==> src/rtl/inst_fetch_pkg.sv <==
// Shared processor definitions used by the fetch stage and the pipeline top.
// Contents: bubble encoding, major opcode constants and the fetch-state enum.
package inst_fetch_pkg;

   // sll $0,$0,0 -- a true NOP, so a bubble decodes like any other instruction
   localparam logic [31:0] INST_NOP = 32'h0000_0000;

   localparam logic [5:0] OP_J   = 6'b000010;
   localparam logic [5:0] OP_BEQ = 6'b000100;
   localparam logic [5:0] OP_LW  = 6'b100011;
   localparam logic [5:0] OP_SW  = 6'b101011;

   typedef enum logic {
      FS_RUN  = 1'b0,
      FS_HALT = 1'b1
   } fetch_state_t;

endpackage

==> src/rtl/inst_fetch_if_id_reg.sv <==
// IF/ID pipeline register with stall (hold) and flush (bubble) control.
// Flush has priority over stall.
// Ports:
//   i_clk, i_rst      clock, async active-high reset
//   i_stall           hold all fields
//   i_flush           load a bubble (NOP, pc4 = 0, valid = 0)
//   i_inst, i_pc4     fetched word and its PC+4
//   o_inst, o_pc4     registered instruction / PC+4
//   o_valid           register holds a real instruction
module if_id_reg
   import inst_fetch_pkg::*;
(
   input  logic        i_clk,
   input  logic        i_rst,
   input  logic        i_stall,
   input  logic        i_flush,
   input  logic [31:0] i_inst,
   input  logic [31:0] i_pc4,
   output logic [31:0] o_inst,
   output logic [31:0] o_pc4,
   output logic        o_valid
);

   logic [31:0] r_inst;
   logic [31:0] r_pc4;
   logic        r_valid;

   always_ff @(posedge i_clk or posedge i_rst) begin
      if (i_rst) begin
         r_inst  <= INST_NOP;
         r_pc4   <= 32'd0;
         r_valid <= 1'b0;
      end else if (i_flush) begin
         r_inst  <= INST_NOP;
         r_pc4   <= 32'd0;
         r_valid <= 1'b0;
      end else if (!i_stall) begin
         r_inst  <= i_inst;
         r_pc4   <= i_pc4;
         r_valid <= 1'b1;
      end
   end

   assign o_inst  = r_inst;
   assign o_pc4   = r_pc4;
   assign o_valid = r_valid;

endmodule

==> src/rtl/inst_fetch.sv <==
// Instruction-fetch stage: owns the PC, drives the instruction-memory read
// address and loads IF/ID. Redirects (branch from EX, jump from ID) override
// a stall. A misaligned or out-of-range PC halts the stage until reset.
// Ports:
//   i_clk, i_rst                 clock, async active-high reset
//   o_imem_addr / i_imem_data    instruction memory read port (combinational)
//   i_stall, i_flush             hazard controls from later stages
//   i_branch_taken/_target       EX redirect
//   i_jump, i_jump_index         ID redirect (J-type)
//   o_pc                         current PC
//   o_if_id_inst/_pc4/_valid     IF/ID register contents
//   o_halted                     sticky address fault
module inst_fetch
   import inst_fetch_pkg::*;
#(
   parameter logic [31:0] PC_RESET   = 32'h0000_0000,
   parameter int          IMEM_BYTES = 256
) (
   input  logic        i_clk,
   input  logic        i_rst,
   output logic [31:0] o_imem_addr,
   input  logic [31:0] i_imem_data,
   input  logic        i_stall,
   input  logic        i_flush,
   input  logic        i_branch_taken,
   input  logic [31:0] i_branch_target,
   input  logic        i_jump,
   input  logic [25:0] i_jump_index,
   output logic [31:0] o_pc,
   output logic [31:0] o_if_id_inst,
   output logic [31:0] o_if_id_pc4,
   output logic        o_if_id_valid,
   output logic        o_halted
);

   localparam logic [31:0] PC_LAST = 32'(IMEM_BYTES - 4);

   fetch_state_t r_state;
   fetch_state_t w_state_next;
   logic [31:0]  r_pc;
   logic [31:0]  w_pc_next;
   logic [31:0]  w_pc_plus4;
   logic [31:0]  w_jump_target;
   logic         w_fault;
   logic         w_if_stall;
   logic         w_if_flush;

   assign w_pc_plus4    = r_pc + 32'd4;
   assign w_jump_target = {o_if_id_pc4[31:28], i_jump_index, 2'b00};
   assign w_fault       = (r_pc[1:0] != 2'b00) || (r_pc > PC_LAST);

   always_ff @(posedge i_clk or posedge i_rst) begin
      if (i_rst) begin
         r_state <= FS_RUN;
         r_pc    <= PC_RESET;
      end else begin
         r_state <= w_state_next;
         r_pc    <= w_pc_next;
      end
   end

   // Default is "hold everything", which is exactly the HALT behaviour.
   always_comb begin
      w_state_next = r_state;
      w_pc_next    = r_pc;
      w_if_stall   = 1'b1;
      w_if_flush   = 1'b0;
      case (r_state)
         FS_RUN: begin
            if (w_fault) begin
               // faulting word must never reach IF/ID as valid
               w_state_next = FS_HALT;
               w_if_flush   = 1'b1;
               w_if_stall   = 1'b0;
            end else begin
               w_if_flush = i_branch_taken | i_jump | i_flush;
               w_if_stall = i_stall;
               if (i_branch_taken)
                  w_pc_next = i_branch_target;
               else if (i_jump)
                  w_pc_next = w_jump_target;
               else if (!i_stall)
                  w_pc_next = w_pc_plus4;
            end
         end
         FS_HALT: begin
            w_state_next = FS_HALT;
         end
         default: begin
            w_state_next = FS_HALT;
         end
      endcase
   end

   if_id_reg u_if_id (
      .i_clk   (i_clk),
      .i_rst   (i_rst),
      .i_stall (w_if_stall),
      .i_flush (w_if_flush),
      .i_inst  (i_imem_data),
      .i_pc4   (w_pc_plus4),
      .o_inst  (o_if_id_inst),
      .o_pc4   (o_if_id_pc4),
      .o_valid (o_if_id_valid)
   );

   assign o_imem_addr = r_pc;
   assign o_pc        = r_pc;
   assign o_halted    = (r_state == FS_HALT);

endmodule

==> config.mk <==
export PLATFORM = sky130hd
export DESIGN_NAME = inst_fetch
export DESIGN_NICKNAME = d
export VERILOG_FILES = /design/src/rtl/inst_fetch_pkg.sv /design/src/rtl/inst_fetch_if_id_reg.sv /design/src/rtl/inst_fetch.sv
export SDC_FILE = /design/constraint.sdc
export NUM_CORES = 1
export LEC_CHECK = 0
export BUFFER_PORTS_ARGS = -buffer_cell sky130_fd_sc_hd__buf_2
export CORE_MARGIN = 3
export CORE_UTILIZATION = 44
export DETAILED_ROUTE_END_ITERATION = 12
export PLACE_DENSITY_LB_ADDON = 0.12
export SKIP_CTS_REPAIR_TIMING = 1
export SLEW_MARGIN = 20
export SYNTH_ARGS = -nofsm -noshare
export SYNTH_HDL_FRONTEND = slang
export SYNTH_SLANG_ARGS = --single-unit
==> constraint.sdc <==
create_clock -name i_clk -period 3.7 [get_ports i_clk]
set_input_delay 0.185 -clock i_clk [delete_from_list [all_inputs] [get_ports i_clk]]
set_output_delay 0.185 -clock i_clk [all_outputs]
set_load 0.05 [all_outputs]
==> results of run 1 <==
==> sequential cells by signal, indices dropped and copies added (netlist names) <==
signal / cells
u_if_id.o_inst: 32
o_halted: 1
o_imem_addr: 32
u_if_id.o_valid: 1
u_if_id.o_pc4: 32
==> placed cells by master, fill, tap and decap left out, types with 5 or more instances in the layout <==
| cell type | n |
|---|---|
| nor2_1 | 13 |
| nand2_1 | 30 |
| nand4_1 | 5 |
| o21bai_1 | 7 |
| nor4_1 | 5 |
| dfrtp_1 | 98 |
| inv_1 | 10 |
| a22o_1 | 17 |
| a22o_2 | 20 |
| buf_2 | 225 |
| nor2b_1 | 8 |
| a21oi_1 | 15 |
| o21ai_0 | 30 |
| buf_4 | 8 |
| and2_1 | 26 |
| a31o_2 | 15 |
| clkbuf_8 | 9 |
| nand3_1 | 9 |
==> final timing paths <==
path,end,startpoint,cells past startpoint
max,o_imem_addr[30],o_imem_addr[2],6
min,u_if_id.o_inst[13],i_imem_data[13],2
max reg2reg,o_imem_addr[30],o_imem_addr[2],6
min reg2reg,u_if_id.o_pc4[14],u_if_id.o_pc4[14],1
max in group asynchronous,u_if_id.o_inst[19],i_rst,4
min in group asynchronous,u_if_id.o_inst[26],i_rst,3
==> power breakdown <==
| group | internal [mW] | total (mW) | switching (mW) |
|---|---|---|---|
| Sequential | 1.10 | 1.15 | 0.0522 |
| Combinational | 0.129 | 0.459 | 0.330 |
| Clock | 0.311 | 0.688 | 0.376 |
==> per-stage QoR <==
step	total power, mW	util [%]
after global placement	1.63	56.5
after detailed placement	1.63	56.5
after global routing	2.41	58.5
after floorplan	1.51	-
after CTS	2.32	58.4
final	2.30	58.5
==> cell families after synthesis <==
group	Yosys count
adder cells (fa/ha/maj)	1
XOR/XNOR	6
AND/OR/NAND/NOR	121
AO/OA/AOI/OAI	131
buffers and inverters	68
multiplexers	3
flip-flops	98
==> worst max-delay path, stage by stage, from the launching register on <==
cell	delay [ns]
dfrtp_1	0.53
ha_1	0.30
nand2_1	0.10
or4_1	0.68
nand3b_1	0.29
o31a_1	0.31
o21bai_1	0.13
==> metal layers <==
metal	part of all wire [%]	vias to the layer above	global-route usage, %
met5	0	-	0
met4	2.0	0	8.03
met3	7.6	21	5.86
met2	48	165	36.8
met1	42	1934	31.1
li1	-	1884	-
==> cell type report <==
| type | instances | area [µm²] | share of cell area, % |
|---|---|---|---|
| sequential | 98 | 2450 | 41.9 |
| multi-input combinational | 262 | 1800 | 30.7 |
| timing repair buffer | 234 | 1200 | 20.4 |
| tap | 133 | 166 | 2.84 |
| clock buffer | 9 | 124 | 2.12 |
| clock inverter | 6 | 67.6 | 1.15 |
| inverter | 12 | 50.0 | 0.855 |
| antenna | 1 | 2.50 | 0.0427 |
==> impl_metrics.yaml, run 1 <==
status:
  status: "complete, no violations"
global_route:
  first_global_vias: 3933
  gr-total-overflow: 0
  grt_pass1_wl_um: 21100
  grt_max_degree: 79
  grtUsageTotal_pct: 23.2
  antenna_found_initial: 0
critical_path:
  critPathRequiredTime_ns: 4.00
  critPathLaunchType: "flip-flop"
  rrSetupSlack_ns: 1.29
  crit_fanout: 9
  crit_type: "reg2reg"
  arrival_ns: 2.71
  end_kind: "flip-flop"
synthesis:
  synth-edff-count: 0
  synthDominantCellAreaShare_pct: 52.8
  synth-async-reset-ratio_pct: 100
  synth-main-ff-cell: "dfrtp_1"
  yosys.area.top_type: "dfrtp_1"
  synth_cell_types: 56
  synthAdderAreaFrac_pct: 0.269
  synth-simple-area-share_pct: 15.1
  syn_area_per_cell_um2: 10.9
  synth_compound_area_share_pct: 21.4
  yosysSeqAreaShare_pct: 52.8
  ys_seq_elements: 98
  synthMuxAreaShare_pct: 0.673
  synth_top_family_by_area: "compound AO/OA/AOI/OAI gates"
  synth_most_common_cell: "dfrtp_1"
  synth_common_cells: "dfrtp_1 (98), buf_4 (32), nand2_1 (30), o21ai_0 (30), and2_1 (26)"
  syn_area_um2: 4650
  syn_nets: 525
  synth-xor-area-share_pct: 1.13
  synth.area.top_cells: "dfrtp_1 (53%), buf_4 (5.2%), a22o_2 (4.3%), and2_1 (3.5%), o21ai_0 (3.2%)"
  yosys_warnings: 0
  syn_inst: 428
drt:
  finalWirelength_um: 13500
  via_per_inst: 5.30
  drt_iter0_drc: 258
  final_antenna_net_count: 0
  wl_per_cell_um: 17.9
  drc: 0
  vias: 4004
  drtPass1Iterations: 4
placement:
  portBuffers: 225
  place_ws_ns: 1.34
  dp_cells: 738
  place_congestion: 0.855
  dp_hpwl_um: 9870
  placed_cell_area_um2: 5650
layout:
  layout.nets: 714
  stdcell_area_um2: 5850
  fillers: 923
  syn_to_final_growth_pct: 25.9
  final_cells: 755
  drive_gt1_share_pct: 47.5
sta:
  max_slew_margin_pct: 39.0
  clock.fmax_ghz: 0.415
  fin_skew_ns: 0.0112
  hold_violations: 0
  period_share_pct: 65.1
  holdWs_ns: 0.0287
  setup_ws_ns: 1.29
  setup_viol: 0
  finalSetupTns_ns: 0
  rsz0062_at_grt: "false"
  maxSlewViolCount: 0
  fin_crit_ns: 2.41
  tightest_slew_ns: 0.911
clock_network:
  root_buffer: "clkbuf_8"
  clockBufferDepth: 2
  clock_sinks: 98
  numCtsBuffers: 9
  path_clk_slew_ns: 0.10
  tritoncts: "built"
  clk_latency_ns: 0.37
  h-tree-depth: 3
pwr:
  leakagePower_nw: 3.13
  power_density_nw_per_um2: 392
  ir_drop_v: 0.000175
hold_path:
  hold_path.class: "in2reg"
die:
  start_util_pct: 46.5
  ios: 226
  dieArea_um2: 11800
  die-height_um: 109
  core_um2: 10000
  die_w_um: 109
  rows: 36
run:
  max_cap_violations: 0
Note: power is estimated with default switching activity, not from simulation.
==> inputs of run 2 (changes only) <==
CORE_UTILIZATION = 42   (was 44)
clock period = 2 ns   (was 3.7 ns; I/O delays follow)
==> run 2 against run 1 <==
The run now ends with negative setup slack left. Via count rose by 12%. Largest cell class unchanged. Design area up 26%. Largest power group unchanged. Combinational power increased by 140%. Critical path type unchanged.
==> impl_metrics.yaml, run 2 (synthesis gave the netlist of run 1 again) <==
global_route:
  gr-total-overflow: 0
  first_global_vias: 4189
  grtUsageTotal_pct: 22.0
  antenna_found_initial: 0
  grt_pass1_wl_um: 22000
  grt_max_degree: 60
clock_network:
  path_clk_slew_ns: 0.10
  clk_latency_ns: 0.36
  tritoncts: "built"
  numCtsBuffers: 9
  h-tree-depth: 3
  clock_sinks: 98
  root_buffer: "clkbuf_8"
  clockBufferDepth: 2
pwr:
  p_comb_share_pct: 25.7
  p_sw_mw: 1.48
  power_density_nw_per_um2: 593
  internal_power_mw: 2.89
  p_clk_share_pct: 26.5
  ir_drop_v: 0.000328
  swShare_pct: 33.9
  power_frac_seq_pct: 47.9
  power_mw: 4.36
  leakagePower_nw: 3.80
die:
  die-height_um: 111
  start_util_pct: 44.0
  ios: 226
  die_w_um: 111
  rows: 37
  core_um2: 10600
  dieArea_um2: 12400
hold_path:
  min_to: "o_imem_addr[14]"
  hp-start: "i_branch_target[14]"
  whs_path_depth: 3
  hold_path.class: "in2reg"
sta:
  period_share_pct: 107
  max_slew_margin_pct: 67.2
  maxSlewViolCount: 0
  fin_skew_ns: 0.00837
  setup_ws_ns: -0.146
  fin_crit_ns: 2.15
  rsz0062_at_grt: "true"
  hold_violations: 0
  tightest_slew_ns: 0.492
  setup_viol: 59
  clock.fmax_ghz: 0.466
  finalSetupTns_ns: -5.93
  holdWs_ns: 0.0184
drt:
  finalWirelength_um: 15700
  wl_per_cell_um: 18.2
  final_antenna_net_count: 0
  drt_iter0_drc: 182
  drtPass1Iterations: 4
  via_per_inst: 5.18
  drc: 0
  vias: 4475
critical_path:
  crit_type: "reg2reg"
  path_cells: "nor4_4 > nand4_2 > buf_6 > nor3_4 > inv_2 > nor4_4 > buf_6 > clkbuf_16 > a22o_1"
  r2r_start: "o_imem_addr[22]"
  slowest_stage: "dfrtp_2"
  end_kind: "flip-flop"
  crit_path_max_incr_delay_ns: 0.44
  critPathRequiredTime_ns: 2.30
  r2r_end: "u_if_id.o_inst[8]"
  arrival_ns: 2.45
  critPathLaunchType: "flip-flop"
  rrSetupSlack_ns: -0.15
  crit_fanout: 7
  worst-r2r-cell-count: 9
layout:
  syn_to_final_growth_pct: 58.2
  antenna_cells: 0
  layout_commonest_cell: "buf_2"
  stdcell_area_um2: 7350
  layout_common_cells: "buf_2 (225), dfrtp_1 (73), buf_4 (51)"
  layout.nets: 820
  drive_gt1_share_pct: 55.9
run:
  max_cap_violations: 0
placement:
  dp_hpwl_um: 10600
  placed_cell_area_um2: 6200
  place_congestion: 0.826
  portBuffers: 225
status:
  status: "finished with violations"
  violations: "negative setup slack"
-- run 2: cell types whose count changed in the layout (fill, tap and decap cells not counted), sizes merged --
cell,before,now
dlygate4sd3,1,37
bufinv,1,0
inv,13,11
clkinvlp,2,5
clkbuf,9,16
buf,233,297
diode,1,0
-- run 2: worst max path at each step --
| stage | from | to | slack [ns] |
|---|---|---|---|
| 6_report | o_imem_addr[22] | u_if_id.o_inst[8] | -0.15 |
| 4_1_cts | o_imem_addr[22] | o_imem_addr[30] | -0.23 |
| 5_1_grt | o_imem_addr[19] | u_if_id.o_inst[8] | -0.23 |
| 3_3_place_gp | o_imem_addr[0] | u_if_id.o_inst[22] | -0.10 |
| 3_5_place_dp | o_imem_addr[22] | o_imem_addr[30] | -0.19 |
| 2_1_floorplan | o_imem_addr[0] | u_if_id.o_inst[0] | -0.40 |
-- run 2: layer usage --
layer  global-route usage [%]  routed length (µm)  vias to the layer above
met3                     6.17                1100                       24
met1                     28.7                6300                     2178
met2                     35.8                8040                      176
met4                     6.33                 314                        0
met5                        0                   0                        -
li1                         -                   -                     2097
-- run 2: critical path, delay by kind of cell (launching register included) --
kind | cells | cell delay [ns]
and+or+nand+nor | 4 | 0.89
buffers and inverters | 4 | 0.62
DFF | 1 | 0.44
AOI/OAI and AO/OA | 1 | 0.13
-- run 2: power groups by stage --
stage	sequential [mW]	clock, mW	combinational, mW
3_5_place_dp	2.12	0	1.03
2_1_floorplan	2.34	0	0.501
6_report	2.09	1.15	1.12
4_1_cts	2.08	1.17	1.03
3_3_place_gp	2.12	0	1.02
5_1_grt	2.10	1.26	1.19
-- run 2: layout make-up --
type	count	area [µm²]
clock inverter	6	43.8
fill	827	3200
clock buffer	10	128
timing repair buffer	340	2320
multi-input combinational	262	2160
inverter	12	48.8
sequential	98	2480
tap	136	170
-- run 2: through the flow --
stage | util (%) | std cells | setup slack [ns]
after CTS | 60.4 | 805 | -0.227
after global placement | 58.8 | 789 | -0.103
after detailed placement | 58.8 | 789 | -0.192
after floorplan | - | 428 | -0.396
final | 69.7 | 864 | -0.146
after global routing | 69.7 | 864 | -0.226
==> inputs of run 3 (changes only) <==
GPL_TIMING_DRIVEN = 0   (was unset)
==> run 3 against run 2 <==
The flow still finishes with violations (negative setup slack). First-iteration DRC count is 2.7% higher. Critical path depth shrank 1. Clock-buffer cell count is 2 higher. Largest power group unchanged. Combinational power about the same. Final cell count rose by 2.9%.
==> impl_metrics.yaml, run 3 (synthesis gave the netlist of run 1 again) <==
placement:
  dp_hpwl_um: 11100
  dp_cells: 791
  place_congestion: 0.851
  portBuffers: 224
  place_ws_ns: -0.761
pwr:
  leakagePower_nw: 3.79
  p_sw_mw: 1.50
  p_comb_share_pct: 24.5
  power_mw: 4.49
  power_density_nw_per_um2: 609
  swShare_pct: 33.3
  p_clk_share_pct: 27.8
  power_frac_seq_pct: 47.7
  internal_power_mw: 2.99
  ir_drop_v: 0.000314
die:
  die_w_um: 111
  dieArea_um2: 12400
  start_util_pct: 44.0
  die-height_um: 111
  core_um2: 10600
  ios: 226
  rows: 37
layout:
  drive_gt1_share_pct: 56.5
  syn_to_final_growth_pct: 58.7
  layout_commonest_cell: "buf_2"
  final_cells: 889
  layout_common_cells: "buf_2 (224), dfrtp_1 (73), buf_4 (57)"
  layout.nets: 844
clock_network:
  tritoncts: "built"
  clockBufferDepth: 2
  root_buffer: "clkbuf_8"
  path_clk_slew_ns: 0.10
  clk_latency_ns: 0.36
  numCtsBuffers: 9
  h-tree-depth: 3
  clock_sinks: 98
hold_path:
  hold_path.class: "in2reg"
sta:
  clock.fmax_ghz: 0.435
  max_slew_margin_pct: 58.3
  period_share_pct: 115
  fin_crit_ns: 2.30
  maxSlewViolCount: 0
  setup_ws_ns: -0.300
  setup_viol: 89
  fin_skew_ns: 0.0110
  rsz0062_at_grt: "true"
  tightest_slew_ns: 0.625
  finalSetupTns_ns: -15.45
  hold_violations: 0
drt:
  finalWirelength_um: 15600
  via_per_inst: 5.12
  final_antenna_net_count: 0
  wl_per_cell_um: 17.5
  drt_iter0_drc: 187
  drtPass1Iterations: 5
  vias: 4554
  drc: 0
critical_path:
  arrival_ns: 2.60
  critPathLaunchType: "flip-flop"
  slowest_stage: "or4_4"
  critPathRequiredTime_ns: 2.30
  path_cells: "or4_4 > nand2b_4 > nor3_4 > inv_2 > nor4_4 > buf_12 > buf_6 > a22o_1"
  crit_fanout: 10
  end_kind: "flip-flop"
  crit_type: "reg2reg"
  crit_path_max_incr_delay_ns: 0.56
status:
  violations: "negative setup slack"
  status: "finished with violations"
global_route:
  antenna_found_initial: 2
  grt_max_degree: 30
  gr-total-overflow: 0
  first_global_vias: 4318
  grtUsageTotal_pct: 23.1
  grt_pass1_wl_um: 23100
run:
  max_cap_violations: 0
run 3: critical path, delay by kind of cell (launching register included):
family / cells / cell delay, ns
simple gates: 4 / 1.26
flops: 1 / 0.43
buf+inv: 3 / 0.41
compound gates: 1 / 0.14
run 3: metrics by stage:
stage	area, µm²	util [%]	hold WS, ns
floorplan	4830	-	0.228
CTS	6370	60.4	-0.202
global placement	6120	58.0	0.317
detailed placement	6180	58.6	0.205
finish	7380	69.9	0.000224
global route	7380	69.9	0.00369
run 3: path summary, 6_finish.rpt:
check	from	end	slack, ns	depth (start not counted)
worst max-delay path	o_imem_addr[14]	u_if_id.o_inst[5]	-0.30	8
worst min-delay path	i_branch_target[2]	o_imem_addr[2]	0.0002	3
worst max register to register	o_imem_addr[14]	u_if_id.o_inst[5]	-0.30	8
worst min register to register	u_if_id.o_pc4[23]	u_if_id.o_pc4[23]	0.49	1
max in group asynchronous	i_rst	o_imem_addr[21]	0.92	5
min in group asynchronous	i_rst	u_if_id.o_inst[4]	0.36	3
run 3: metal layers:
metal  GRT usage [%]  wire length (µm)  vias to the layer above
li1                -                 -                     2150
met1            30.2              6550                     2210
met2            38.5              7780                      179
met3            6.06              1050                       13
met4            5.68               168                        2
met5               0                13                        -
run 3: power by group through the flow:
stage | sequential [mW] | combinational, mW | clock [mW]
after floorplan | 2.34 | 0.501 | 0
after global placement | 2.18 | 0.938 | 0
after detailed placement | 2.19 | 0.963 | 0
after CTS | 2.15 | 0.965 | 1.26
after global routing | 2.15 | 1.17 | 1.36
final | 2.14 | 1.10 | 1.25
run 3: cell type report:
type / count / area, µm²
diodes: 1 / 2.50
plain buffers: 55 / 414
clock buffers: 12 / 155
clock inverters: 4 / 35.0
fillers: 790 / 3180
inverters: 12 / 48.8
multi-input cells: 262 / 2040
flip-flops and latches: 98 / 2480
well taps: 136 / 170
repair buffers: 309 / 2030
